===== config.mk =====
export PLATFORM = sky130hd
export DESIGN_NAME = writeback_unit
export DESIGN_NICKNAME = d
export VERILOG_FILES = /design/src/rtl/writeback_unit_pkg.sv /design/src/rtl/writeback_unit_load_align.sv /design/src/rtl/writeback_unit.sv
export SDC_FILE = /design/constraint.sdc
export NUM_CORES = 1
export LEC_CHECK = 0
export ABC_AREA = 1
export BUFFER_PORTS_ARGS = -buffer_cell sky130_fd_sc_hd__buf_2
export CAP_MARGIN = 20
export CORE_UTILIZATION = 30
export DETAILED_ROUTE_END_ITERATION = 12
export GPL_ROUTABILITY_DRIVEN = 0
export SYNTH_ARGS = -nofsm -noshare
export SYNTH_HDL_FRONTEND = slang
export SYNTH_HIERARCHICAL = 1
export SYNTH_SLANG_ARGS = --single-unit

===== constraint.sdc =====
create_clock -name clk -period 20.8 [get_ports clk]
set_input_delay 3.12 -clock clk [delete_from_list [all_inputs] [get_ports clk]]
set_output_delay 3.12 -clock clk [all_outputs]
set_load 0.1 [all_outputs]

===== src/rtl/writeback_unit_pkg.sv =====
// Shared encodings and the queue entry layout for the writeback unit.
package writeback_unit_pkg;

  typedef enum logic [1:0] {
    RES_ALU  = 2'b00,
    RES_LOAD = 2'b01,
    RES_PC4  = 2'b10
  } resultsrc_e;

  typedef enum logic [2:0] {
    F3_LB  = 3'b000,
    F3_LH  = 3'b001,
    F3_LW  = 3'b010,
    F3_LBU = 3'b100,
    F3_LHU = 3'b101
  } load_f3_e;

  typedef struct packed {
    logic [4:0]  rd;
    logic        regwrite;
    logic [1:0]  resultsrc;
    logic [31:0] alu;
    logic [31:0] memdata;
    logic [31:0] pcplus4;
    logic [2:0]  funct3;
    logic [1:0]  addr_lo;
  } wb_entry_t;

endpackage


===== src/rtl/writeback_unit_load_align.sv =====
// Load data formatting: byte/halfword select with sign or zero extension.
module wb_load_align
  import writeback_unit_pkg::*;
(
  input  logic [2:0]  funct3,
  input  logic [1:0]  addr_lo,
  input  logic [31:0] data,
  output logic [31:0] result
);

  logic [7:0]  byte_sel;
  logic [15:0] half_sel;

  always_comb begin
    byte_sel = data[{addr_lo, 3'b000} +: 8];
    half_sel = addr_lo[1] ? data[31:16] : data[15:0];
    case (funct3)
      F3_LB:   result = {{24{byte_sel[7]}}, byte_sel};
      F3_LBU:  result = {24'h0, byte_sel};
      F3_LH:   result = {{16{half_sel[15]}}, half_sel};
      F3_LHU:  result = {16'h0, half_sel};
      default: result = data;
    endcase
  end

endmodule


===== src/rtl/writeback_unit.sv =====
// Writeback queue feeding a registered register-file write port, with a
// debug write path that pre-empts popping for the cycle it is requested.
module writeback_unit
  import writeback_unit_pkg::*;
#(
  parameter int DEPTH = 2
) (
  input  logic        clk,
  input  logic        rst,
  input  logic        in_valid,
  output logic        in_ready,
  input  logic [4:0]  in_rd,
  input  logic        in_regwrite,
  input  logic [1:0]  in_resultsrc,
  input  logic [31:0] in_alu,
  input  logic [31:0] in_memdata,
  input  logic [31:0] in_pcplus4,
  input  logic [2:0]  in_funct3,
  input  logic [1:0]  in_addr_lo,
  input  logic        dbg_valid,
  input  logic [4:0]  dbg_rd,
  input  logic [31:0] dbg_data,
  output logic [4:0]  RdW,
  output logic [31:0] ResultW,
  output logic        RegWriteW,
  output logic [31:0] retired,
  output logic        full,
  output logic        empty
);

  localparam int PW = $clog2(DEPTH);
  localparam int CW = PW + 1;

  wb_entry_t   mem [DEPTH];
  logic [PW-1:0] wptr, rptr;
  logic [CW-1:0] count;
  wb_entry_t   in_entry, head;
  logic        push, pop, head_we;
  logic [31:0] load_val, head_result;

  assign full     = (count == CW'(DEPTH));
  assign empty    = (count == '0);
  assign in_ready = !full;
  assign push     = in_valid && in_ready;
  // A debug write owns the output port, so the head stays put that cycle.
  assign pop      = !dbg_valid && !empty;

  assign in_entry = '{rd: in_rd, regwrite: in_regwrite, resultsrc: in_resultsrc,
                      alu: in_alu, memdata: in_memdata, pcplus4: in_pcplus4,
                      funct3: in_funct3, addr_lo: in_addr_lo};
  assign head     = mem[rptr];
  assign head_we  = head.regwrite && (head.rd != 5'd0);

  wb_load_align u_align (
    .funct3  (head.funct3),
    .addr_lo (head.addr_lo),
    .data    (head.memdata),
    .result  (load_val)
  );

  always_comb begin
    head_result = head.alu;
    case (head.resultsrc)
      RES_LOAD: head_result = load_val;
      RES_PC4:  head_result = head.pcplus4;
      default:  head_result = head.alu;
    endcase
  end

  always_ff @(posedge clk) begin
    if (!rst && push) mem[wptr] <= in_entry;
  end

  always_ff @(posedge clk) begin
    if (rst) begin
      wptr  <= '0;
      rptr  <= '0;
      count <= '0;
    end else begin
      if (push) wptr <= wptr + 1'b1;
      if (pop)  rptr <= rptr + 1'b1;
      case ({push, pop})
        2'b10:   count <= count + 1'b1;
        2'b01:   count <= count - 1'b1;
        default: count <= count;
      endcase
    end
  end

  // RdW/ResultW only move when a real write is presented; otherwise they hold.
  always_ff @(posedge clk) begin
    if (rst) begin
      RegWriteW <= 1'b0;
      RdW       <= '0;
      ResultW   <= '0;
      retired   <= '0;
    end else if (dbg_valid) begin
      RegWriteW <= (dbg_rd != 5'd0);
      if (dbg_rd != 5'd0) begin
        RdW     <= dbg_rd;
        ResultW <= dbg_data;
      end
    end else if (!empty) begin
      RegWriteW <= head_we;
      if (head_we) begin
        RdW     <= head.rd;
        ResultW <= head_result;
      end
      retired <= retired + 32'd1;
    end else begin
      RegWriteW <= 1'b0;
    end
  end

endmodule


**After elaboration in Yosys (flattened, before gate mapping)**

Memory sizes are Yosys's and may differ from the RTL's. A register that Yosys moved wholly into a read port is not among the register bits.
Cells that the tools add are included.

- Reductions and logical operators: 16
- Mux-type cells: 18
- $add $sub $neg: 5
- Shifts and indexed selects: 1
- Eq/ne operators: 10
- Bitwise logic cells: 2

Operator list:

| kind | count |
|---|---|
| 32-bit 2-to-1 mux | 4 |
| 32-bit one-hot mux with 4 select lines | 1 |
| 32-bit one-hot mux with 2 select lines | 1 |
| 32-bit by 1-bit adder with 32-bit output (second input constant) | 1 |
| 32-bit by 6-bit variable part select with 8-bit output | 1 |
| 5-bit 2-to-1 mux | 4 |
| 16-bit 2-to-1 mux | 1 |
| 5-bit nonzero test | 2 |
| 2-bit == test (second input constant) | 3 |
| 3-bit == test (second input constant) | 2 |
| 1-bit 2-to-1 mux | 6 |
| 2-bit by 1-bit == test with 1-bit output (second input constant) | 2 |
| 1-bit logical AND | 4 |
| 1-bit logical NOT | 4 |
| 2-bit one-hot mux with 2 select lines | 1 |
| 2-bit nonzero test | 2 |
| 3-bit by 1-bit == test with 1-bit output (second input constant) | 1 |
| 3-bit logical NOT | 1 |
| 3-bit AND reduction | 1 |
| 1-bit adder (second input constant) | 2 |
| 2-bit by 1-bit adder with 2-bit output (second input constant) | 1 |
| 2-bit logical NOT | 1 |
| 2-bit by 1-bit != test with 1-bit output (second input constant) | 1 |
| 2-bit != test (second input constant) | 1 |
| 3 further kinds | 4 |

- Register bits: 74
- Word-level logic and storage cells: 60
- Bits of input ports: 150
- Bits in writable memories: 218
- Output and inout port bits: 73
- Memories kept: 1

Memories:

| name | depth | width | read ports | clocked after Yosys merged registers in | write ports | RTL line | RTL |
|---|---|---|---|---|---|---|---|
| mem | 2 | 109 | 1 | 1 | 1 | writeback_unit.sv:34 | `wb_entry_t mem [DEPTH];` |

**Logic depth before layout (Yosys ltp)**

- Depth in word-level cells: 6
- Depth in mapped cells: 20
- Depth with buffers taken out: 15

**Modules after synthesis**

Netlist, hierarchy kept.

By module, submodules not included:

| module | area each (µm²) | times used | sequential area each (µm²) | cells each |
|---|---|---|---|---|
| writeback_unit | 12117.9 | 1 | 8047.7 | 1215 |
| wb_load_align | 812.0 | 1 | 0.0 | 159 |

**Worst setup path after synthesis**

Ideal clock, no wire load.

- Kind: input port to flip-flop
- From: input in_valid
- To: memory mem[1][0] (netlist bit), enable pin
- Data required time: 20.091 ns
- Cell stages on the path: 2
- Path buffers: 0
- Slack: 9.471 ns
- Arrival time: 10.619 ns
- Cell sequence: nand2_1 nor3_1

- Cells in the longest elaborated chain, start to end: 4

RTL lines:

| element | RTL line | RTL |
|---|---|---|
| start, declared | writeback_unit.sv:10 | `input logic in_valid,` |
| 1-bit logical AND | writeback_unit.sv:44 | `assign push = in_valid && in_ready;` |
| 1-bit logical AND | writeback_unit.sv:71 | `if (!rst && push) mem[wptr] <= in_entry;` |
| 1-bit 2-to-1 mux | writeback_unit.sv:71 |  |
| 1-bit 2-to-1 mux (implied by the code) | writeback_unit.sv:71 |  |
| end, declared | writeback_unit.sv:34 |  |

No other way between the ends.

**Worst setup path in the final report**

- From: input dbg_valid
- To: register ResultW[5]

- Cells in the longest elaborated chain, start to end: 2
- Elaborated cells between the ends (all ways): 5

RTL lines:

| element | RTL line | RTL |
|---|---|---|
| start, declared | writeback_unit.sv:20 | `input logic dbg_valid,` |
| 2-bit by 1-bit != test with 1-bit output (no source line) (tied with other cells) | n/a |  |
| 3-bit AND reduction (no source line) | n/a |  |
| end signal, assigned | writeback_unit.sv:101 | `ResultW <= dbg_data;` |
| end signal, assigned | writeback_unit.sv:107 | `ResultW <= head_result;` |
| end, declared | writeback_unit.sv:24 | `output logic [31:0] ResultW,` |

Several ways; a longest one is shown, not always the timed one.
A chain may end at the register's enable or synchronous reset.

==> reports/results.md <==
- **result of the run** completed
- **DRC violations left** 0
- **number of post-CTS setup repair buffers** 0
- **main flop type after synthesis** sky130_fd_sc_hd__edfxtp_1
- **flop and latch count out of synthesis** 293
- **post-CTS sizing** 0
- **critical path class** in -> reg
- **quantity of I/O buffers inserted on ports** 222
- **First DRT Iteration DRCs** 835
- **data required time of the worst path** 21.22 ns
- **fraction of synthesis flops using an asynchronous set or reset pin** 0%
- **CTS tree** built
- **leading cell type by number of instances after synthesis** sky130_fd_sc_hd__nand2_1
- **total gr overflow** 0
- **Clock Skew** 0.01976 ns
- **clk sink count** 293
- **Leak Pwr** 6.572 nW
- **type of the most critical hold path** reg -> reg
- **area growth from synthesis to layout** 20.64%
- **cell row count** 75
- **relative slew slack** 29.84%
- **startpoint class of the critical path** input pin
- **vias in the first global route** 9870
- **wire length per cell after detailed routing** 17.58 um
- **cell count after placement** 2072
- **highest achievable clock rate** 0.2020 GHz
- **worst slew pin tran** 1.052 ns
- **root buffer cell** sky130_fd_sc_hd__clkbuf_16
- **number of enable flip-flop cells after synthesis** 218
- **Post-Syn Area** 12930 um^2
- **maximum number of buffers from clock root to sink** 3
- **setup repair after global routing missed its margin** false
- **number of nets at the end of the flow** 1726
- **Pwr Density** 120.8 nW/um^2
- **Synth Net Count** 1528
- **top fanout value on the critical path** 41
- **final setup vio count** 0
- **share of the yosys chip area belonging to registers** 62.24%
- **number of slew-limit violations in the final report** 0
- **total routing resource utilization after global routing** 17.15%
- **chip width** 209.6 um
- **area of the core** 42230 um^2
- **post-detail-place hpwl** 25620 um
- **total detailed-routing wirelength** 37560 um
- **via density per instance** 4.805
- **portion of synthesized cell area occupied by the leading cell type** 50.63%
- **number of non-filler instances in the completed layout** 2137
- **largest net degree at the start of global routing** 102
- **synth cell count leaders** 431 x sky130_fd_sc_hd__nand2_1, 218 x sky130_fd_sc_hd__edfxtp_1, 198 x sky130_fd_sc_hd__nand3_1, 94 x sky130_fd_sc_hd__nor2_1, 77 x sky130_fd_sc_hd__o21ai_0
- **clock input transition at the sequential cells of the worst setup and hold paths** 0.06 ns
- **mean post-synth cell area** 9.410 um^2
- **final critical path time including I/O delays and setup** 4.950 ns
- **floorplan die height** 209.6 um
- **detailed-router iteration count before antenna repair** 5
- **detailed-route via count** 10270
- **warnings from Yosys** 6
- **Ports** 223
- **critical path launch point** dbg_valid
- **wire length of the first global-routing pass** 57360 um
- **initial antenna violation count** 2
- **post-detailed-route count of antenna-violating nets** 0
- **Synth area leaders** sky130_fd_sc_hd__edfxtp_1 51%, sky130_fd_sc_hd__nand2_1 13%, sky130_fd_sc_hd__dfxtp_1 12%, sky130_fd_sc_hd__nand3_1 7.7%, sky130_fd_sc_hd__o21ai_0 3.0%
- **Tcrit/Tclk final** 23.80%
- **count of different cell masters after synthesis** 34
- **Critical Path Sink Type** flop
- **WP data arrival** 5.37 ns
- **starting density of the core** 30.62%
- **clock latency at the later pin of the worst-skew pair** 0.54 ns
- **total number of H-tree levels** 2
- **Final Hold Violating Endpoints** 0
- **startpoint of the most critical hold path** rptr
- **total of hold buffers inserted after clock tree synthesis** 0
- **largest area contributor in the synthesized netlist** sky130_fd_sc_hd__edfxtp_1
- **IR drop worst, VDD** 0.07058 mV
- **Total Neg Setup Slack** 0 ns
- **Mapped Cells** 1374
- **die area** 43930 um^2
- **proportion of layout cells with a drive suffix above 1** 20.29%
- **Num CTS Buffers** 35
- **number of max-cap violations** 0
path summary, 6_finish.rpt:
kind | cells past startpoint | end | slack (ns)
worst max-delay path | 7 | ResultW[5] | 15.85
worst min-delay path | 1 | rptr | 0.45
worst max register to register | 12 | ResultW[4] | 16.91
worst min register to register | 1 | rptr | 0.45
sequential cells by signal, indices dropped and copies added, names as in the netlist, named ones only:
register   count
count          2
retired       32
wptr           1
RdW            5
RegWriteW      1
rptr           1
mem          218
ResultW       32
kinds of logic (layout without fill, tap and decap cells):
| kind of cell | after synthesis | after routing | synth area share, % |
|---|---|---|---|
| buffers and inverters | 144 | 367 | 5.206 |
| AO/OA/AOI/OAI | 144 | 144 | 5.671 |
| adder cells (fa/ha/maj) | 4 | 4 | 0.3871 |
| flip-flops | 293 | 293 | 62.24 |
| other | 0 | 1 | 0 |
| XOR/XNOR | 3 | 3 | 0.2032 |
| AND/OR/NAND/NOR | 786 | 786 | 26.29 |
routing by layer:
| metal | vias to the layer above | global-route usage, % | routed length, um |
|---|---|---|---|
| met5 | - | 0 | 12 |
| met4 | 2 | 6.544 | 975 |
| met3 | 56 | 2.873 | 2216 |
| met2 | 346 | 27.36 | 17360 |
| met1 | 4815 | 23.31 | 17000 |
| li1 | 5050 | - | - |
per-stage QoR:
stage	hold slack [ns]	setup slack, ns	power (mW)	util [%]	area, um^2
final	0.4518	15.85	1.884	36.94	15600
after CTS	0.4569	15.81	1.906	36.80	15540
after floorplan	0.4258	9.471	1.137	-	12930
after global placement	0.4362	15.29	1.292	34.13	14410
after detailed placement	0.4458	15.22	1.296	34.13	14410
after global routing	0.4715	15.62	1.989	36.94	15600
final cells by class:
class | instances | area, um^2
fill | 4237 | 26630
sequential | 293 | 8051
multi-input combinational | 937 | 4224
timing repair buffer | 235 | 1249
clock buffer | 46 | 958.4
tap | 539 | 674.4
inverter | 70 | 269.0
clock inverter | 16 | 170.2
antenna | 1 | 2.502
placed cells by master, fill, tap and decap left out, types with 3 or more instances in the layout:
| master | count |
|---|---|
| sky130_fd_sc_hd__nand3_2 | 8 |
| sky130_fd_sc_hd__clkbuf_16 | 36 |
| sky130_fd_sc_hd__clkbuf_1 | 8 |
| sky130_fd_sc_hd__a21oi_1 | 50 |
| sky130_fd_sc_hd__clkinv_1 | 5 |
| sky130_fd_sc_hd__nand2_2 | 6 |
| sky130_fd_sc_hd__or2_1 | 5 |
| sky130_fd_sc_hd__nor3_1 | 9 |
| sky130_fd_sc_hd__clkinv_2 | 8 |
| sky130_fd_sc_hd__inv_1 | 63 |
| sky130_fd_sc_hd__or2_2 | 6 |
| sky130_fd_sc_hd__nand2_1 | 431 |
| sky130_fd_sc_hd__o21ai_1 | 12 |
| sky130_fd_sc_hd__edfxtp_1 | 218 |
| sky130_fd_sc_hd__ha_1 | 3 |
| sky130_fd_sc_hd__bufinv_16 | 3 |
| sky130_fd_sc_hd__o21ai_0 | 77 |
| sky130_fd_sc_hd__nor2_2 | 5 |
| sky130_fd_sc_hd__nand4_1 | 19 |
| sky130_fd_sc_hd__buf_2 | 222 |
| sky130_fd_sc_hd__buf_4 | 11 |
| sky130_fd_sc_hd__nor2_1 | 93 |
| sky130_fd_sc_hd__dfxtp_1 | 74 |
| sky130_fd_sc_hd__nand3_1 | 198 |
report_power, final:
part | switching [mW] | internal, mW | total [mW]
clock network | 0.240 | 0.363 | 0.603
registers | 0.0217 | 0.682 | 0.704
logic | 0.439 | 0.138 | 0.577
critical path, stage by stage:
cell and delay, ns:
sky130_fd_sc_hd__buf_2 0.70, sky130_fd_sc_hd__clkinv_1 0.73, sky130_fd_sc_hd__buf_4 0.45, sky130_fd_sc_hd__nand3_1 0.13, sky130_fd_sc_hd__nand2_1 0.05, sky130_fd_sc_hd__nand3_1 0.07
sky130_fd_sc_hd__nand2_1 0.07
Note: power is estimated with default switching activity, not from simulation.
